<file path="config.mk">
export PLATFORM = sky130hd
export DESIGN_NAME = async_fifo_core
export DESIGN_NICKNAME = d
export VERILOG_FILES = /design/src/rtl/async_fifo_pkg.sv /design/src/rtl/fifo_ram.sv /design/src/rtl/async_fifo_core.sv
export SDC_FILE = /design/constraint.sdc
export NUM_CORES = 1
export LEC_CHECK = 0
export ABC_AREA = 1
export CELL_PAD_IN_SITES_DETAIL_PLACEMENT = 0
export CELL_PAD_IN_SITES_GLOBAL_PLACEMENT = 1
export CORE_MARGIN = 2
export CORE_UTILIZATION = 45
export DETAILED_ROUTE_END_ITERATION = 8
export PLACE_DENSITY = 0.81
export SLEW_MARGIN = 20
export SYNTH_ARGS = -nofsm -noshare
export SYNTH_HDL_FRONTEND = slang
export SYNTH_SLANG_ARGS = --single-unit
</file>
<file path="constraint.sdc">
create_clock -name w_clk -period 4.6 [get_ports w_clk]
set_input_delay 0.46 -clock w_clk [delete_from_list [all_inputs] [get_ports w_clk]]
set_output_delay 0.46 -clock w_clk [all_outputs]
set_load 0.03 [all_outputs]
</file>
<file path="src/rtl/async_fifo_pkg.sv">
// Shared constants for the FIFO core.
//   DEF_DATA_W / DEF_ADDR_W : default word width and address width
//   DEPTH                   : number of storage words at the default address width
//   PTR_W                   : pointer width (address bits plus one wrap bit)
package async_fifo_pkg;
  localparam int DEF_DATA_W = 32;
  localparam int DEF_ADDR_W = 4;
  localparam int DEPTH      = 2 ** DEF_ADDR_W;
  localparam int PTR_W      = DEF_ADDR_W + 1;
endpackage

</file>
<file path="src/rtl/fifo_ram.sv">
// Simple dual-port storage array with a synchronous write port and a
// registered read port. Only the read register is cleared by rst. The
// array contents survive reset.
//   clk   : clock
//   rst   : synchronous active-high clear of the read register
//   we    : write enable
//   waddr : write address
//   wdata : write word
//   re    : read enable (loads rdata)
//   raddr : read address
//   rdata : registered read word, holds while re is low
module fifo_ram #(
  parameter int DATA_W = 32,
  parameter int ADDR_W = 4
) (
  input  logic              clk,
  input  logic              rst,
  input  logic              we,
  input  logic [ADDR_W-1:0] waddr,
  input  logic [DATA_W-1:0] wdata,
  input  logic              re,
  input  logic [ADDR_W-1:0] raddr,
  output logic [DATA_W-1:0] rdata
);
  logic [DATA_W-1:0] mem [2**ADDR_W];

  always_ff @(posedge clk) begin
    if (we) mem[waddr] <= wdata;
  end

  always_ff @(posedge clk) begin
    if (rst)     rdata <= '0;
    else if (re) rdata <= mem[raddr];
  end
endmodule

</file>
<file path="src/rtl/async_fifo_core.sv">
// Single-clock 32-bit FIFO with full/empty flags and registered read data.
// Wrap-bit pointers: equal pointers mean empty; equal addresses with
// differing wrap bits mean full.
// Optional feature macro: ASYNC_FIFO_COUNT_EN adds the fill_level output.
//   w_clk      : clock
//   m_rst      : master reset (sync, active-high)
//   w_rst      : write-side reset (sync, active-high)
//   r_rst      : read-side reset (sync, active-high)
//   w_en       : write request, accepted when not full
//   r_en       : read request, accepted when not empty
//   w_data     : write word
//   w_full     : FIFO holds 2**ADDR_W words
//   r_empty    : FIFO holds no words
//   r_data     : registered read word
//   fill_level : (ASYNC_FIFO_COUNT_EN only) occupancy, 0..2**ADDR_W
module async_fifo_core
  import async_fifo_pkg::*;
#(
  parameter int DATA_W = DEF_DATA_W,
  parameter int ADDR_W = DEF_ADDR_W
) (
  input  logic              w_clk,
  input  logic              m_rst,
  input  logic              w_rst,
  input  logic              r_rst,
  input  logic              w_en,
  input  logic              r_en,
  input  logic [DATA_W-1:0] w_data,
  output logic              w_full,
  output logic              r_empty,
`ifdef ASYNC_FIFO_COUNT_EN
  output logic [ADDR_W:0]   fill_level,
`endif
  output logic [DATA_W-1:0] r_data
);
  localparam logic [ADDR_W:0] PTR_ONE = 1;

  logic            rst;
  logic [ADDR_W:0] wptr, rptr;
  logic            wr_acc, rd_acc;

  assign rst = m_rst | w_rst | r_rst;

  assign r_empty = (wptr == rptr);
  assign w_full  = (wptr[ADDR_W] != rptr[ADDR_W]) &&
                   (wptr[ADDR_W-1:0] == rptr[ADDR_W-1:0]);

  // Each side is judged on its own flag as sampled this cycle. At full the
  // read goes through and the write drops. At empty the write goes through
  // and the read drops, so there is no fall-through.
  assign wr_acc = w_en & ~w_full;
  assign rd_acc = r_en & ~r_empty;

  always_ff @(posedge w_clk) begin
    if (rst) begin
      wptr <= '0;
      rptr <= '0;
    end else begin
      if (wr_acc) wptr <= wptr + PTR_ONE;
      if (rd_acc) rptr <= rptr + PTR_ONE;
    end
  end

`ifdef ASYNC_FIFO_COUNT_EN
  // Modulo subtraction stays correct across pointer wrap.
  assign fill_level = wptr - rptr;
`endif

  // Reset blocks the array write so a request on the reset edge leaves no trace.
  fifo_ram #(.DATA_W(DATA_W), .ADDR_W(ADDR_W)) u_ram (
    .clk   (w_clk),
    .rst   (rst),
    .we    (wr_acc & ~rst),
    .waddr (wptr[ADDR_W-1:0]),
    .wdata (w_data),
    .re    (rd_acc & ~rst),
    .raddr (rptr[ADDR_W-1:0]),
    .rdata (r_data)
  );
endmodule

</file>
* After elaboration in Yosys (flattened, before gate mapping)
Memories as Yosys holds them, arrays and structs flattened. A register that Yosys moved wholly into a read port is not among the register bits. Cells that the tools add are included.
Storage, ports and cells: bits in registers 10, memory bits (writable) 512, input bits 38, memories 1
Operators by class: $add $sub $neg 2, equality and inequality tests 3, muxes and demuxes 2, bitwise gates (word level) 9, reduce and logical (&&, ||, !) cells 1
Memories:
- u_ram.mem | words 16, bits a word 32, rd ports 1, clocked after memory_dff 1, wr ports 1, line fifo_ram.sv:25 | logic [DATA_W-1:0] mem [2**ADDR_W];
Operator list (number):
- 5-bit by 1-bit adder with 5-bit output (second input constant) | 2
- 5-bit == test | 1
- 1-bit bitwise AND | 4
- 4-bit == test | 1
- 1-bit NOT | 3
- 1-bit 2-to-1 mux | 2
- 1-bit OR | 2
- 1-bit logical AND | 1
- 1-bit inequality test | 1

* Longest topological paths before layout
Gate-level depths: netlist of run 1.
depth after elaboration 7, depth in mapped cells 13, mapped depth without buffers 10

* Modules after synthesis
From an unflattened synthesis of run 1, not the netlist that was laid out.
Second synthesis, totals: cells, all modules 1979, area total of the unflattened synthesis 22559.1 um2
By module, submodules not included:
- fifo_ram | instances 1, cells an instance 1874, area each 21893.5 um2, sequential area each 16015.4 um2
- async_fifo_core | instances 1, cells an instance 105, area each 665.6 um2, sequential area each 200.2 um2

* Worst setup path before layout of run 1
No wires, ideal clock.
path type input to register, start in w_rst, end mem u_ram.mem[11][0], enable pin, arrival 2657 ps, data required time 4179 ps, slack 1522 ps, stages 5, buffers on the path 2, cells stage by stage nor3_2 > buf_2 > buf_2 > nand3_1 > nor2_1
Between the ends: longest elaborated chain between the ends 6
Ends and longest elaborated chain:
- start, declared | line async_fifo_core.sv:24 | input logic w_rst,
- 1-bit OR (2 in series) | line async_fifo_core.sv:42 | assign rst = m_rst | w_rst | r_rst;
- 1-bit NOT | line async_fifo_core.sv:73 | .we (wr_acc & ~rst),
- 1-bit bitwise AND | line async_fifo_core.sv:73
- 1-bit 2-to-1 mux | line fifo_ram.sv:28 | if (we) mem[waddr] <= wdata;
- 1-bit 2-to-1 mux (not written as such) | line fifo_ram.sv:28
- end, declared | line fifo_ram.sv:25
Every way passes these cells.

* Final worst setup path of run 1
start reg rptr[1], end out w_full
Between the ends: longest elaborated chain between the ends 2
Ends and longest elaborated chain:
- start, declared | line async_fifo_core.sv:39 | logic [ADDR_W:0] wptr, rptr;
- start signal, assigned | line async_fifo_core.sv:60 | if (rd_acc) rptr <= rptr + PTR_ONE;
- 4-bit == test | line async_fifo_core.sv:46 | (wptr[ADDR_W-1:0] == rptr[ADDR_W-1:0]);
- 1-bit logical AND | line async_fifo_core.sv:45 | assign w_full = (wptr[ADDR_W] != rptr[ADDR_W]) &&
- end, declared | line async_fifo_core.sv:29 | output logic w_full,
Every way passes these cells.

==> out/results.txt, run 1 <==
Antenna Nets Post-Route -> 0
Initial Util -> 0.454
GR Util All Layers -> 0.208
Met2 usage -> 0.341
Worst r2r src -> rptr[1]$_SDFFE_PP0P_
Die Span Y -> 237 µm
Worst hold stages -> 2
Syn avg cell area -> 9.72 µm²
TNS Setup -> 0 ns
H-tree depth -> 2
YS warnings -> 0
GRT met3 Usage -> 0.0335
CTS tree -> done
Drt initial violations -> 1183
Cell variety after synth -> 22
Min-Delay Startpoint -> wptr[4]$_SDFFE_PP0P_
Vias in the first global route -> 15400
Chip Width -> 237 µm
Ant diodes -> 0
CP max stage cell -> dfxtp_4
Site Rows -> 85
Cell Pwr Density -> 370 nW/µm²
Worst-margin pin slew -> 1.11 ns
Period utilization -> 0.738
Buffers & Inverters on Critical Path -> 3
Clock transition at path regs -> 0.06 ns
CTS resizes -> 0
TritonCTS Sinks -> 554
Clk root buf -> clkbuf_16
First-pass GRT wire length -> 89.0 mm
DR pass1 iterations -> 5
CTS buffer count -> 56
CP Data Required Time -> 4.14 ns
Worst skew pair latency -> 0.61 ns
Max Freq -> 295 MHz
Hold EP -> wptr[4]$_SDFFE_PP0P_
Pins Over Slew Limit -> 0
Crit-path leading delay family -> buffers and inverters
Final Net Count -> 2593
Clk_skew -> 0.0147 ns
Critical Path Fanout Max -> 44
Vias per inst -> 4.90
GP Congestion -> 0.828
Hold Path Class -> reg -> reg
Met1 usage -> 0.288
DRC -> 0
Final hold vios -> 0
Antenna violations before repair -> 0
Critical path type -> reg -> out
Detailed Route WL -> 57.6 mm
Crit path launch type -> flip-flop
Crit path top cell by count -> nand2_1
CP peak stage delay -> 0.72 ns
PortBufs -> 71
Total number of vias -> 16100
Most frequent cells in the layout -> nand2_1, inv_1, edfxtp_1
Slew margin rel. -> 0.261
R2R Setup Slk -> 1.50 ns
Ordered list of cells on the worst path -> inv_4, nand2_1, nand2_1, nor2_2, nand3_2, inv_1, clkdlybuf4s50_1
Share of layout cells above drive strength 1 -> 0.0632
Worst r2r dst -> u_ram.mem[14][29]$_DFFE_PP_
Largest net degree at the start of global routing -> 206
Placed instance area -> 25700 µm²
Total Power -> 0.0102 W
VDD IR max -> 0.000279 V
Crit path arrival time -> 2.93 ns
Drt wl/cell -> 17.5 µm
RSZ-0062 raised after global routing -> false
Reg2reg path depth -> 10
Pre-CTS setup slack -> 1.34 ns
# Max-Cap Violations -> 0
Die area -> 55900 µm²
Post-synthesis sequential area ratio -> 0.667
P_leak -> 11.9 nW
Final setup violation count -> 0
Area grow syn2layout -> 13.2%
Grt total ovfl -> 0
Hold WS -> 0.510 ns
Fin area -> 27500 µm²
Hpwl dp -> 33.4 mm
Critical path endpoint category -> output port
#FFs+latches synth -> 554
Cts hold-fix bufs -> 0
Leading cell type in the layout, fill and taps excluded -> nand2_1
Min Clock Period, post-route -> 3.39 ns
Clock Tree Buf Depth -> 3
Setup ws final -> 1.21 ns
Syn Nets -> 2546
Run status -> finished clean
GR peak layer -> met2
Synth Cell Area -> 24300 µm²
Post-Syn Instances -> 2503
Number of top-level pins -> 72
Postcts setup bufs -> 0
Core Footprint -> 53600 µm²
[synthesized netlist by cell type]
cell type,n,area [µm²]
buf_4,17,128
inv_2,4,15.0
nor3_2,1,10.0
nor2_2,21,131
buf_1,8,30.0
nand3_2,1,10.0
buf_2,71,355
xnor2_1,3,26.3
xor2_1,4,35.0
nor2_1,71,267
clkbuf_1,11,41.3
nand2_2,1,6.26
nand2_1,860,3230
o21ai_0,4,20.0
edfxtp_1,512,15400
nand3_1,330,1650
ha_1,5,62.6
nand3_4,2,35.0
a21oi_1,6,30.0
inv_1,523,1960
dfxtp_1,42,841
buf_6,6,67.6
[kinds of logic after synthesis]
| family | after synthesis | synth area share |
|---|---|---|
| flip-flops | 554 | 0.667 |
| AO/OA/AOI/OAI | 10 | 0.00206 |
| AND/OR/NAND/NOR | 1287 | 0.219 |
| buffers and inverters | 640 | 0.107 |
| adder cells (fa/ha/maj) | 5 | 0.00257 |
| XOR/XNOR | 7 | 0.00252 |
[report_power, final]
| part | internal [W] | total (W) | switching, W |
|---|---|---|---|
| logic | 0.0000564 | 0.000214 | 0.000158 |
| clock network | 0.00257 | 0.00446 | 0.00188 |
| registers | 0.00551 | 0.00551 | 0.00000481 |
[flip-flops by register name, summed over array words and instances, names as in the netlist]
register / flops
u_ram.mem: 512
wptr: 5
u_ram.rdata: 32
rptr: 5
[worst register-to-register path, stage by stage (launching register included)]
cell and delay (ns):
dfxtp_4 0.52, inv_4 0.37, nand2_1 0.09, nand2_1 0.09
nor2_2 0.06, nand3_2 0.11, nand2_2 0.12, nor2_2 0.19
nand2_1 0.28, nor2_4 0.59, buf_4 0.36
[per-layer routing]
layer | vias to the layer above | part of all wire
met4 | 0 | 0.021
met2 | 471 | 0.47
li1 | 7908 | -
met3 | 80 | 0.062
met1 | 7678 | 0.44
met5 | - | 0
[area by class of cell]
type / instances / area, µm²
clock inverters: 38 / 318
repair buffers: 102 / 1010
flip-flops and latches: 554 / 16200
multi-input cells: 1309 / 5650
clock buffers: 66 / 1480
fillers: 4784 / 26100
well taps: 696 / 871
inverters: 527 / 1990
[worst max path at each step]
stage                                    start                          to  slack, ns  cells after the start
after floorplan                          w_rst  u_ram.mem[11][0]$_DFFE_PP_       1.52                      5
after global placement                   w_rst   u_ram.mem[3][0]$_DFFE_PP_       1.38                      6
after detailed placement                 w_rst  u_ram.mem[7][28]$_DFFE_PP_       1.34                      6
after CTS                 rptr[1]$_SDFFE_PP0P_                      w_full       1.15                      7
after global routing      rptr[1]$_SDFFE_PP0P_                      w_full       1.02                      7
final                     rptr[1]$_SDFFE_PP0P_                      w_full       1.21                      7
[per-stage QoR]
stage / util / cells
6_report: 0.514 / 3292
5_1_grt: 0.514 / 3292
2_1_floorplan: - / 2503
3_5_place_dp: 0.480 / 3188
3_3_place_gp: 0.480 / 3188
4_1_cts: 0.514 / 3292
Note: power is estimated with default switching activity, not from simulation.
==> run 2: changes to the inputs <==
==> constraint.sdc (replaced) <==
create_clock -name w_clk -period 3.2 [get_ports w_clk]
set_input_delay 0.32 -clock w_clk [delete_from_list [all_inputs] [get_ports w_clk]]
set_output_delay 0.32 -clock w_clk [all_outputs]
set_load 0.03 [all_outputs]
==> run 2 against run 1 <==
  * Via count up 0.87%
  * Clock skew up 0.024 ns
  * Register-to-register slack got worse by 1.0 ns
  * Combinational power rose by 46%
  * Setup slack got worse by 0.71 ns
  * Sequential cell count unchanged
  * Largest power group unchanged
  * Cell count increased by 0.36%
  * Sequential power is 44% higher
  * Critical path depth increased by 3
  * Clock power up 47%
  * Critical endpoint is now u_ram.mem[7][17]$_DFFE_PP_
  * Critical path type is now reg -> reg
==> out/results.txt, run 2 (synthesis gave the netlist of run 1 again) <==
Max Freq -> 370 MHz
Number of top-level pins -> 72 (unchanged)
TritonCTS Sinks -> 554 (unchanged)
Drt initial violations -> 1408 (was 1183)
Crit path arrival time -> 2.99 ns (was 2.93 ns)
Die Span Y -> 237 µm (unchanged)
Int Power -> 0.0118 W (was 0.00813 W)
Comb power frac -> 0.021 (about the same)
Total Power -> 0.0148 W (was 0.0102 W)
R2R Setup Slk -> 0.50 ns (was 1.50 ns)
Hpwl dp -> 34.8 mm (was 33.4 mm)
Cts hold-fix bufs -> 0 (unchanged)
Crit-path leading delay family -> simple AND/OR/NAND/NOR gates (was buffers and inverters)
Run status -> finished clean (unchanged)
Final setup violation count -> 0 (unchanged)
WP depth -> 10 (was 7)
P_leak -> 12.0 nW (was 11.9 nW)
VDD IR max -> 0.000394 V (was 0.000279 V)
CP Data Required Time -> 3.49 ns (was 4.14 ns)
GR Util All Layers -> 0.212 (was 0.208)
Largest Register -> u_ram.mem (unchanged)
Area grow syn2layout -> 13.8% (was 13.2%)
Site Rows -> 85 (unchanged)
Critical path endpoint category -> flip-flop (was output port)
Detailed Route WL -> 59.1 mm (was 57.6 mm)
Vias per inst -> 4.93 (was 4.90)
Critical path type -> reg -> reg (was reg -> out)
Sequential power share -> 0.536 (was 0.541)
Critical Path Fanout Max -> 35 (was 44)
Postcts setup bufs -> 0 (unchanged)
RSZ-0062 raised after global routing -> false (unchanged)
TNS Setup -> 0 ns (unchanged)
Metal3 WL -> 3.65 mm (was 3.56 mm)
CP max stage cell -> nor2_4 (was dfxtp_4)
Total number of vias -> 16300 (was 16100)
PortBufs -> 71 (unchanged)
Net Sw Power -> 0.00297 W (was 0.00205 W)
Reg2reg path depth -> 10 (unchanged)
Min-Delay Startpoint -> w_en (was wptr[4]$_SDFFE_PP0P_)
Grt total ovfl -> 0 (unchanged)
Slew margin rel. -> 0.269 (was 0.261)
Crit. Startpoint -> rptr[1]$_SDFFE_PP0P_ (unchanged)
H-tree depth -> 2 (unchanged)
Max FFs per register -> 512 (unchanged)
CTS resizes -> 0 (unchanged)
DRC -> 0 (unchanged)
Highest routed layer -> met4 (unchanged)
Period utilization -> 0.845
Hold WS -> 0.460 ns (was 0.510 ns)
Drt wl/cell -> 17.9 µm (was 17.5 µm)
Most frequent cells in the layout -> nand2_1, inv_1, edfxtp_1 (unchanged)
Worst r2r src -> rptr[1]$_SDFFE_PP0P_ (unchanged)
CTS buffer count -> 56 (unchanged)
Final Non-Filler Cells -> 3304 (was 3292)
Hold Path Class -> in -> reg (was reg -> reg)
Clock group share of total power -> 0.443 (was 0.438)
Regs by FF count -> u_ram.mem (512), u_ram.rdata (32) (unchanged)
Chip Width -> 237 µm (unchanged)
Leading cell type in the layout, fill and taps excluded -> nand2_1 (unchanged)
Clk root buf -> clkbuf_16 (unchanged)
Final hold vios -> 0 (unchanged)
Clk_skew -> 0.0391 ns (was 0.0147 ns)
First-pass GRT wire length -> 90.9 mm (was 89.0 mm)
Met2 routed WL -> 28.4 mm (was 27.3 mm)
Pins Over Slew Limit -> 0 (unchanged)
Largest net degree at the start of global routing -> 201 (was 206)
Crit path top cell by count -> nand2_1 (unchanged)
Core Footprint -> 53600 µm² (unchanged)
Vias in the first global route -> 15500 (was 15400)
DR pass1 iterations -> 5 (unchanged)
Net Sw Frac -> 0.201 (about the same)
Cell Pwr Density -> 533 nW/µm² (was 370 nW/µm²)
Die area -> 55900 µm² (unchanged)
CTS tree -> done (unchanged)
Worst-margin pin slew -> 1.10 ns (was 1.11 ns)
Worst skew pair latency -> 0.62 ns (was 0.61 ns)
Ordered list of cells on the worst path -> inv_4, nand2_1, nand2_1, nor2_2, nand3_2, nand2_2, inv_1, nand3_1, nor2_4, buf_12 (was inv_4, nand2_1, nand2_1, nor2_2, nand3_2, inv_1, clkdlybuf4s50_1)
Min Clock Period, post-route -> 2.70 ns
Initial Util -> 0.454 (unchanged)
Ant diodes -> 0 (unchanged)
GP Congestion -> 0.798 (was 0.828)
Antenna Nets Post-Route -> 0 (unchanged)
# Max-Cap Violations -> 0 (unchanged)
Final Net Count -> 2607 (was 2593)
DRT met1 WL -> 25.6 mm (about the same)
DP Cell Count -> 3202 (was 3188)
Buffers & Inverters on Critical Path -> 3 (unchanged)
Clock Tree Buf Depth -> 3 (unchanged)
CP peak stage delay -> 0.47 ns (was 0.72 ns)
Crit path launch type -> flip-flop (unchanged)
Antenna violations before repair -> 0 (unchanged)
Worst Setup EP -> u_ram.mem[7][17]$_DFFE_PP_ (was w_full)
Worst r2r dst -> u_ram.mem[7][17]$_DFFE_PP_ (was u_ram.mem[14][29]$_DFFE_PP_)
Clock transition at path regs -> 0.06 ns (about the same)
Share of layout cells above drive strength 1 -> 0.0702 (was 0.0632)
-- run 2: worst min-delay path by stage --
stage	slack, ns	depth (start not counted)	end
floorplan	0.42	0	u_ram.mem[0][0]$_DFFE_PP_
global placement	0.49	2	wptr[4]$_SDFFE_PP0P_
detailed placement	0.50	2	rptr[4]$_SDFFE_PP0P_
CTS	0.44	3	wptr[2]$_SDFFE_PP0P_
global route	0.49	3	wptr[3]$_SDFFE_PP0P_
finish	0.46	3	wptr[2]$_SDFFE_PP0P_
-- run 2: power groups by stage --
stage / sequential, W / clock [W] / combinational [W]
floorplan: 0.00808 / 0 / 0.0000952
global placement: 0.00807 / 0 / 0.000310
detailed placement: 0.00807 / 0 / 0.000315
CTS: 0.00792 / 0.00663 / 0.000315
global route: 0.00792 / 0.00690 / 0.000339
finish: 0.00792 / 0.00654 / 0.000312
-- run 2: cell type report --
cell class                 count  area [µm²]
sequential                   554       16200
clock buffer                  75        1550
clock inverter                27         284
multi-input combinational   1309        5650
timing repair buffer         116        1130
inverter                     527        1990
fill                        4719       25900
tap                          696         871
-- run 2: worst register-to-register path, cell delays in order (launching register included) --
cell	delay (ns)
dfxtp_4	0.36
inv_4	0.29
nand2_1	0.11
nand2_1	0.11
nor2_2	0.07
nand3_2	0.11
nand2_2	0.11
inv_1	0.11
nand3_1	0.33
nor2_4	0.47
buf_12	0.28
-- run 2: per-stage QoR --
stage                     cell area [µm²]   util  worst slack (ns)
final                               27700  0.517             0.497
after global routing                27700  0.517             0.308
after CTS                           27700  0.517             0.481
after detailed placement            25900  0.482             0.274
after global placement              25900  0.482             0.343
after floorplan                     24300      -             0.262
-- run 2: per-layer routing --
layer / GRT usage / vias up
met5: 0 / -
met4: 0.0644 / 0
met3: 0.0294 / 95
met2: 0.351 / 517
met1: 0.290 / 7744
li1: - / 7921
==> run 3: changes to the inputs <==
--- a/config.mk
+++ b/config.mk
@@ -9,9 +9,9 @@
 export CELL_PAD_IN_SITES_DETAIL_PLACEMENT = 0
 export CELL_PAD_IN_SITES_GLOBAL_PLACEMENT = 1
 export CORE_MARGIN = 2
-export CORE_UTILIZATION = 45
+export CORE_UTILIZATION = 44
 export DETAILED_ROUTE_END_ITERATION = 8
-export PLACE_DENSITY = 0.81
+export PLACE_DENSITY = 0.82
 export SLEW_MARGIN = 20
 export SYNTH_ARGS = -nofsm -noshare
 export SYNTH_HDL_FRONTEND = slang
==> constraint.sdc (replaced) <==
create_clock -name w_clk -period 2.33 [get_ports w_clk]
set_input_delay 0.233 -clock w_clk [delete_from_list [all_inputs] [get_ports w_clk]]
set_output_delay 0.233 -clock w_clk [all_outputs]
set_load 0.03 [all_outputs]
==> run 3 against run 2 <==
  * Core utilization barely moved
  * Maximum frequency increased by 21%
  * Wire length is 0.87% lower
  * Power is 37% higher
  * Setup slack got worse by 0.41 ns
  * Via count rose by 1.2%
  * Sequential share of layout area down 1.3 points
  * Combinational power rose by 53%
  * Sequential power increased by 38%
  * Global-route usage down 0.39 points
  * Critical path type unchanged
  * Count of clock-buffer cells in the layout down 8
==> out/results.txt, run 3 (synthesis gave the netlist of run 1 again) <==
Run status -> finished clean (unchanged)
Reg2reg path depth -> 9 (was 10)
Detailed Route WL -> 58.6 mm (was 59.1 mm)
Core Footprint -> 54900 µm² (was 53600 µm²)
Die Span Y -> 239 µm (was 237 µm)
Final setup violation count -> 0 (unchanged)
Clock Tree Buf Depth -> 3 (unchanged)
Worst r2r dst -> u_ram.mem[10][25]$_DFFE_PP_ (was u_ram.mem[7][17]$_DFFE_PP_)
Ordered list of cells on the worst path -> xnor2_1, inv_1, nand3_2, nand2_2, nor2_2, nand2_1, buf_4, nor2_4, buf_12 (was inv_4, nand2_1, nand2_1, nor2_2, nand3_2, nand2_2, inv_1, nand3_1, nor2_4, buf_12)
Crit path arrival time -> 2.54 ns (was 2.99 ns)
PortBufs -> 71 (unchanged)
Regs by FF count -> u_ram.mem (512), u_ram.rdata (32) (unchanged)
Fill cell count -> 4838 (was 4719)
GP Congestion -> 0.819 (was 0.798)
CTS tree -> done (unchanged)
CTS resizes -> 0 (unchanged)
Clk root buf -> clkbuf_16 (unchanged)
Hold EP -> wptr[4]$_SDFFE_PP0P_ (was wptr[2]$_SDFFE_PP0P_)
Die area -> 57200 µm² (was 55900 µm²)
GR Util All Layers -> 0.208 (was 0.212)
Hold WS -> 0.321 ns (was 0.460 ns)
DR pass1 iterations -> 6 (was 5)
Worst hold stages -> 3 (unchanged)
Slew margin rel. -> 0.423 (was 0.269)
Cell Pwr Density -> 716 nW/µm² (was 533 nW/µm²)
R2R Setup Slk -> 0.09 ns (was 0.50 ns)
Initial Util -> 0.443 (was 0.454)
Met2 usage -> 0.337 (was 0.351)
Largest Register -> u_ram.mem (unchanged)
Vias in the first global route -> 15900 (was 15500)
VDD IR max -> 0.000580 V (was 0.000394 V)
Max Freq -> 446 MHz (was 370 MHz)
Cts hold-fix bufs -> 0 (unchanged)
Hold Path Class -> in -> reg (unchanged)
Max FFs per register -> 512 (unchanged)
First-pass GRT wire length -> 90.3 mm (was 90.9 mm)
Total number of vias -> 16500 (was 16300)
Crit path launch type -> flip-flop (unchanged)
CP peak stage delay -> 0.34 ns (was 0.47 ns)
Min Clock Period, post-route -> 2.24 ns (was 2.70 ns)
Clk_skew -> 0.0389 ns (was 0.0391 ns)
RSZ-0062 raised after global routing -> false (unchanged)
TritonCTS Sinks -> 554 (unchanged)
Final Net Count -> 2641 (was 2607)
Antenna violations before repair -> 0 (unchanged)
Total Power -> 0.0203 W (was 0.0148 W)
Number of top-level pins -> 72 (unchanged)
Chip Width -> 239 µm (was 237 µm)
Min-Delay Startpoint -> w_en (unchanged)
Period utilization -> 0.962 (was 0.845)
Worst skew pair latency -> 0.63 ns (was 0.62 ns)
Share of layout cells above drive strength 1 -> 0.0813 (was 0.0702)
Ant diodes -> 0 (unchanged)
Hpwl dp -> 35.4 mm (was 34.8 mm)
Site Rows -> 86 (was 85)
Final hold vios -> 0 (unchanged)
Grt total ovfl -> 0 (unchanged)
Vias per inst -> 4.92 (was 4.93)
Postcts setup bufs -> 0 (unchanged)
Critical path endpoint category -> flip-flop (unchanged)
Worst r2r src -> rptr[4]$_SDFFE_PP0P_ (was rptr[1]$_SDFFE_PP0P_)
Clock transition at path regs -> 0.06 ns (about the same)
P_leak -> 12.3 nW (was 12.0 nW)
Leading cell type in the layout, fill and taps excluded -> nand2_1 (unchanged)
GR peak layer -> met2 (unchanged)
Critical Path Fanout Max -> 17 (was 35)
Antenna Nets Post-Route -> 0 (unchanged)
Largest net degree at the start of global routing -> 129 (was 201)
Worst-margin pin slew -> 0.864 ns (was 1.10 ns)
CP max stage cell -> dfxtp_1 (was nor2_4)
Met1 usage -> 0.291 (was 0.290)
DRC -> 0 (unchanged)
GRT met3 Usage -> 0.0305 (was 0.0294)
Area grow syn2layout -> 16.5% (was 13.8%)
CTS buffer count -> 56 (unchanged)
Pins Over Slew Limit -> 0 (unchanged)
H-tree depth -> 2 (unchanged)
Drt wl/cell -> 17.5 µm (was 17.9 µm)
Drt initial violations -> 1506 (was 1408)
Critical path type -> reg -> reg (unchanged)
Most frequent cells in the layout -> nand2_1, inv_1, edfxtp_1 (unchanged)
# Max-Cap Violations -> 0 (unchanged)
CP Data Required Time -> 2.63 ns (was 3.49 ns)
[run 3: cell types whose count changed in the layout (fill, tap and decap cells not counted), sizes merged]
cell / previous run / this run
bufinv: 5 / 6
inv: 528 / 529
buf: 47 / 81
clkinv: 18 / 26
clkbuf: 75 / 67
[run 3: worst max-delay path by stage]
stage / startpoint / to / cells after the start
after detailed placement: w_rst / u_ram.mem[10][17]$_DFFE_PP_ / 8
after global placement: w_rst / u_ram.mem[10][17]$_DFFE_PP_ / 8
after CTS: rptr[4]$_SDFFE_PP0P_ / u_ram.mem[10][25]$_DFFE_PP_ / 9
after global routing: wptr[2]$_SDFFE_PP0P_ / w_full / 7
after floorplan: rptr[4]$_SDFFE_PP0P_ / u_ram.mem[3][0]$_DFFE_PP_ / 7
final: rptr[4]$_SDFFE_PP0P_ / u_ram.mem[10][25]$_DFFE_PP_ / 9
[run 3: where the power goes]
group / internal (W) / switching [W] / total (W)
logic: 0.000139 / 0.000337 / 0.000476
clock network: 0.00513 / 0.00382 / 0.00894
registers: 0.0109 / 0.00000749 / 0.0109
[run 3: metrics by stage]
| stage | instance area, µm² | cells | setup WS, ns | utilization | TNS (ns) |
|---|---|---|---|---|---|
| floorplan | 24400 | 2503 | -0.112 | - | -48.45 |
| global placement | 26500 | 3244 | 0.0401 | 0.483 | 0 |
| detailed placement | 26500 | 3244 | -0.00371 | 0.483 | -0.0415 |
| CTS | 28300 | 3348 | 0.107 | 0.517 | 0 |
| global route | 28300 | 3348 | 0.00462 | 0.517 | 0 |
| finish | 28300 | 3348 | 0.0880 | 0.517 | 0 |
[run 3: layout make-up]
type	instances	area [µm²]	share of cell area
Clock inverter	37	372	0.0131
Inverter	527	1990	0.0700
Sequential cell	554	16200	0.572
Tap cell	704	881	0.0311
Timing Repair Buffer	150	1790	0.0630
Clock buffer	67	1450	0.0512
Multi-Input combinational cell	1309	5650	0.199
[run 3: critical path: cells and delay by family (launching register included)]
| kind | cells | cell delay (ns) |
|---|---|---|
| flip-flops | 1 | 0.34 |
| buffers and inverters | 3 | 0.48 |
| XOR/XNOR | 1 | 0.32 |
| AND/OR/NAND/NOR | 5 | 0.77 |
[run 3: metal layers]
metal	vias up	part of all wire	routed length (µm)
met2	482	0.47	27700
met4	0	0.023	1380
met5	-	0	0
met1	7904	0.44	26000
met3	84	0.060	3490
li1	7999	-	-
==> RTL edit: new RTL, config.mk and constraints of run 2 <==
`DEF_ADDR_W`: 4 -> 2.
--- a/src/rtl/async_fifo_pkg.sv
+++ b/src/rtl/async_fifo_pkg.sv
@@ -4,7 +4,7 @@
 //   PTR_W                   : pointer width (address bits plus one wrap bit)
 package async_fifo_pkg;
   localparam int DEF_DATA_W = 32;
-  localparam int DEF_ADDR_W = 4;
+  localparam int DEF_ADDR_W = 2;
   localparam int DEPTH      = 2 ** DEF_ADDR_W;
   localparam int PTR_W      = DEF_ADDR_W + 1;
 endpackage
Function: changed (a bounded check fails within 10 cycles, from zero or initial values).
==> RTL edit against run 2 <==
  * Via count decreased by 73%
  * Synthesized area decreased by 72%
  * Global-route usage decreased by 3.3 points
  * Total power decreased by 70%
  * Hold slack improved by 7.4 ps
  * Routed wire length decreased by 77%
  * Fmax increased by 2.8%
  * Sequential cell count decreased by 388
  * Sequential share of layout area decreased by 3.0 points
  * Design area decreased by 70%
  * Critical path depth decreased by 6
  * Combinational power decreased by 53%
  * Worst setup slack improved by 74 ps
  * Critical endpoint is now r_empty
  * Synthesized cell count decreased by 73%
==> RTL edit: results (changes against run 2) <==
| Group | Metric | Reported | Change |
|:---|:---|:---|:---|
| sta | Transition time at the pin with the least slew margin | 914 ps | -183 ps |
| final layout | Final cell count without fillers | 933 | -72% |
| power | Combinational cell fraction of total power | 3.3% | +1.2 points |
| global route | Pin count of the biggest net entering global routing | 67 | -67% |
| critical path | Data arrival time of the worst path | 2310 ps | -680 ps |
| clock network | Clk_lat worst skew | 420 ps | -200 ps |
| place | Detailed Place HPWL | 8110 µm | -77% |
| power | Switching portion of total power | 19.7% | -0.46 points |
| place | Final Wtd Congestion | 0.736 | -7.8% |
| synthesis | Share of async-settable or async-resettable flops after synthesis | 0% | unchanged |
| route | Initial detailed-routing violation count | 245 | -83% |
| global route | Vias in the first global route | 4351 | -72% |
| global route | GR Layer Usage met2 | 28.8% | -6.3 points |
| synthesis | Synthesized Nets | 713 | -72% |
| synthesis | Yosys cell types | 25 | +14% |
| global route | GR met1 Demand/Resource | 24.1% | -4.9 points |
| clock network | H-tree depth reported by CTS | 4 | +2 |
| run status | Outcome | finished, final reports clean |  |
| sta | Worst clock skew | 6.10 ps | -32.9 ps |
| global route | First-pass GRT wire length | 22200 µm | -76% |
| place | Instance area at placement | 0.00769 mm² | -70% |
| synthesis | Post-synth EDFFs | 128 | -75% |
| min path | Startpoint of the most critical hold path | u_ram.rdata[6]$_SDFFE_PP0P_ |  |
| final layout | Fill cell count | 1288 | -73% |
| final layout | Layout cells sized above 1 | 6.94% | -0.074 points |
| min path | Cells on Worst Hold Path | 2 | -1 |
| critical path | Reg2reg start | rptr[0]$_SDFFE_PP0P_ |  |
| min path | Tightest Hold Check Type | flop to flop |  |
| power | Reported sequential group power | 0.00234 W | -70% |
| global route | Global-route usage over all layers | 17.9% | -3.3 points |
| synthesis | Sequential area share after synthesis | 67.6% | +0.96 points |
| route | Via count of the routed design | 4466 | -73% |
| power | Max VDD drop | 0.416 mV | +5.6% |
| min path | Worst hold endpoint | u_ram.rdata[6]$_SDFFE_PP0P_ |  |
| power | Leakage power summed over all cells | 3.34 nW | -72% |
| route | Routed len/inst | 14.5 µm | -19% |
| critical path | Largest fanout on the critical path | 25 | -29% |
| clock network | Clock Path Buffers | 2 | -1 |
| synthesis | Post-synth top cells | sky130_fd_sc_hd__nand2_1 (158), sky130_fd_sc_hd__edfxtp_1 (128), sky130_fd_sc_hd__inv_1 (107), sky130_fd_sc_hd__nand3_1 (75), sky130_fd_sc_hd__nor2_1 (74) |  |
| synthesis | Number of standard cells after synthesis | 670 | -73% |
| clock network | TritonCTS buffer count | 17 | -70% |
| place | Number of placed cells counting well taps | 902 | -72% |
## RTL edit: cell types whose count changed after synthesis, sizes merged
| cell | run 2 | this run |
|---|---|---|
| inv | 527 | 110 |
| nand3b | 0 | 1 |
| dfxtp | 42 | 38 |
| a21oi | 6 | 2 |
| xnor2 | 3 | 1 |
| nand3 | 333 | 76 |
| nor2 | 92 | 75 |
| o22ai | 0 | 13 |
| o21ai | 4 | 26 |
| clkbuf | 11 | 9 |
| buf | 102 | 23 |
| edfxtp | 512 | 128 |
| nand2 | 861 | 160 |
| xor2 | 4 | 2 |
## RTL edit: layer usage
layer / share of wire (%) / wire [µm]
met4: 1.6 / 211
met3: 4.6 / 626
met2: 46 / 6260
met1: 47 / 6390
met5: 0 / 0
## RTL edit: layout make-up
| cell class | instances | area share, % |
|---|---|---|
| flip-flops and latches | 166 | 55.6 |
| multi-input cells | 362 | 20.0 |
| repair buffers | 80 | 9.40 |
| clock buffers | 19 | 5.23 |
| inverters | 110 | 5.06 |
| well taps | 184 | 2.78 |
| clock inverters | 12 | 1.87 |
## RTL edit: logic make-up after synthesis
group | count (synthesis) | share of synthesized area, %
and+or+nand+nor | 313 | 19.2
DFF | 166 | 67.6
buffers and inverters | 142 | 8.56
AOI/OAI and AO/OA | 41 | 3.25
adders and majority gates | 5 | 0.919
xor gates and xnor gates | 3 | 0.496
## RTL edit: critical path: stages, from the launching register on
cell	delay, ps
sky130_fd_sc_hd__dfxtp_2	640
sky130_fd_sc_hd__xnor2_2	200
sky130_fd_sc_hd__nand3_4	260
sky130_fd_sc_hd__inv_1	110
sky130_fd_sc_hd__clkdlybuf4s50_1	670
## RTL edit: per-stage QoR
step           utilization, %  worst slack [ps]  hold slack [ps]  power (W)
2_1_floorplan               -               403              419    0.00244
3_3_place_gp             52.5               882              465    0.00253
3_5_place_dp             52.5               805              461    0.00253
4_1_cts                  56.5               532              471    0.00455
5_1_grt                  56.5               420              494    0.00465
6_report                 56.5               571              467    0.00450
## RTL edit: worst max-delay path by stage
stage	start	endpoint	slack (ps)	cells past startpoint
2_1_floorplan	rptr[1]$_SDFFE_PP0P_	u_ram.mem[3][0]$_DFFE_PP_	400	9
3_3_place_gp	rptr[0]$_SDFFE_PP0P_	u_ram.mem[3][23]$_DFFE_PP_	880	7
3_5_place_dp	rptr[0]$_SDFFE_PP0P_	u_ram.mem[1][2]$_DFFE_PP_	810	7
4_1_cts	rptr[0]$_SDFFE_PP0P_	r_empty	530	4
5_1_grt	rptr[0]$_SDFFE_PP0P_	r_empty	420	4
6_report	rptr[0]$_SDFFE_PP0P_	r_empty	570	4
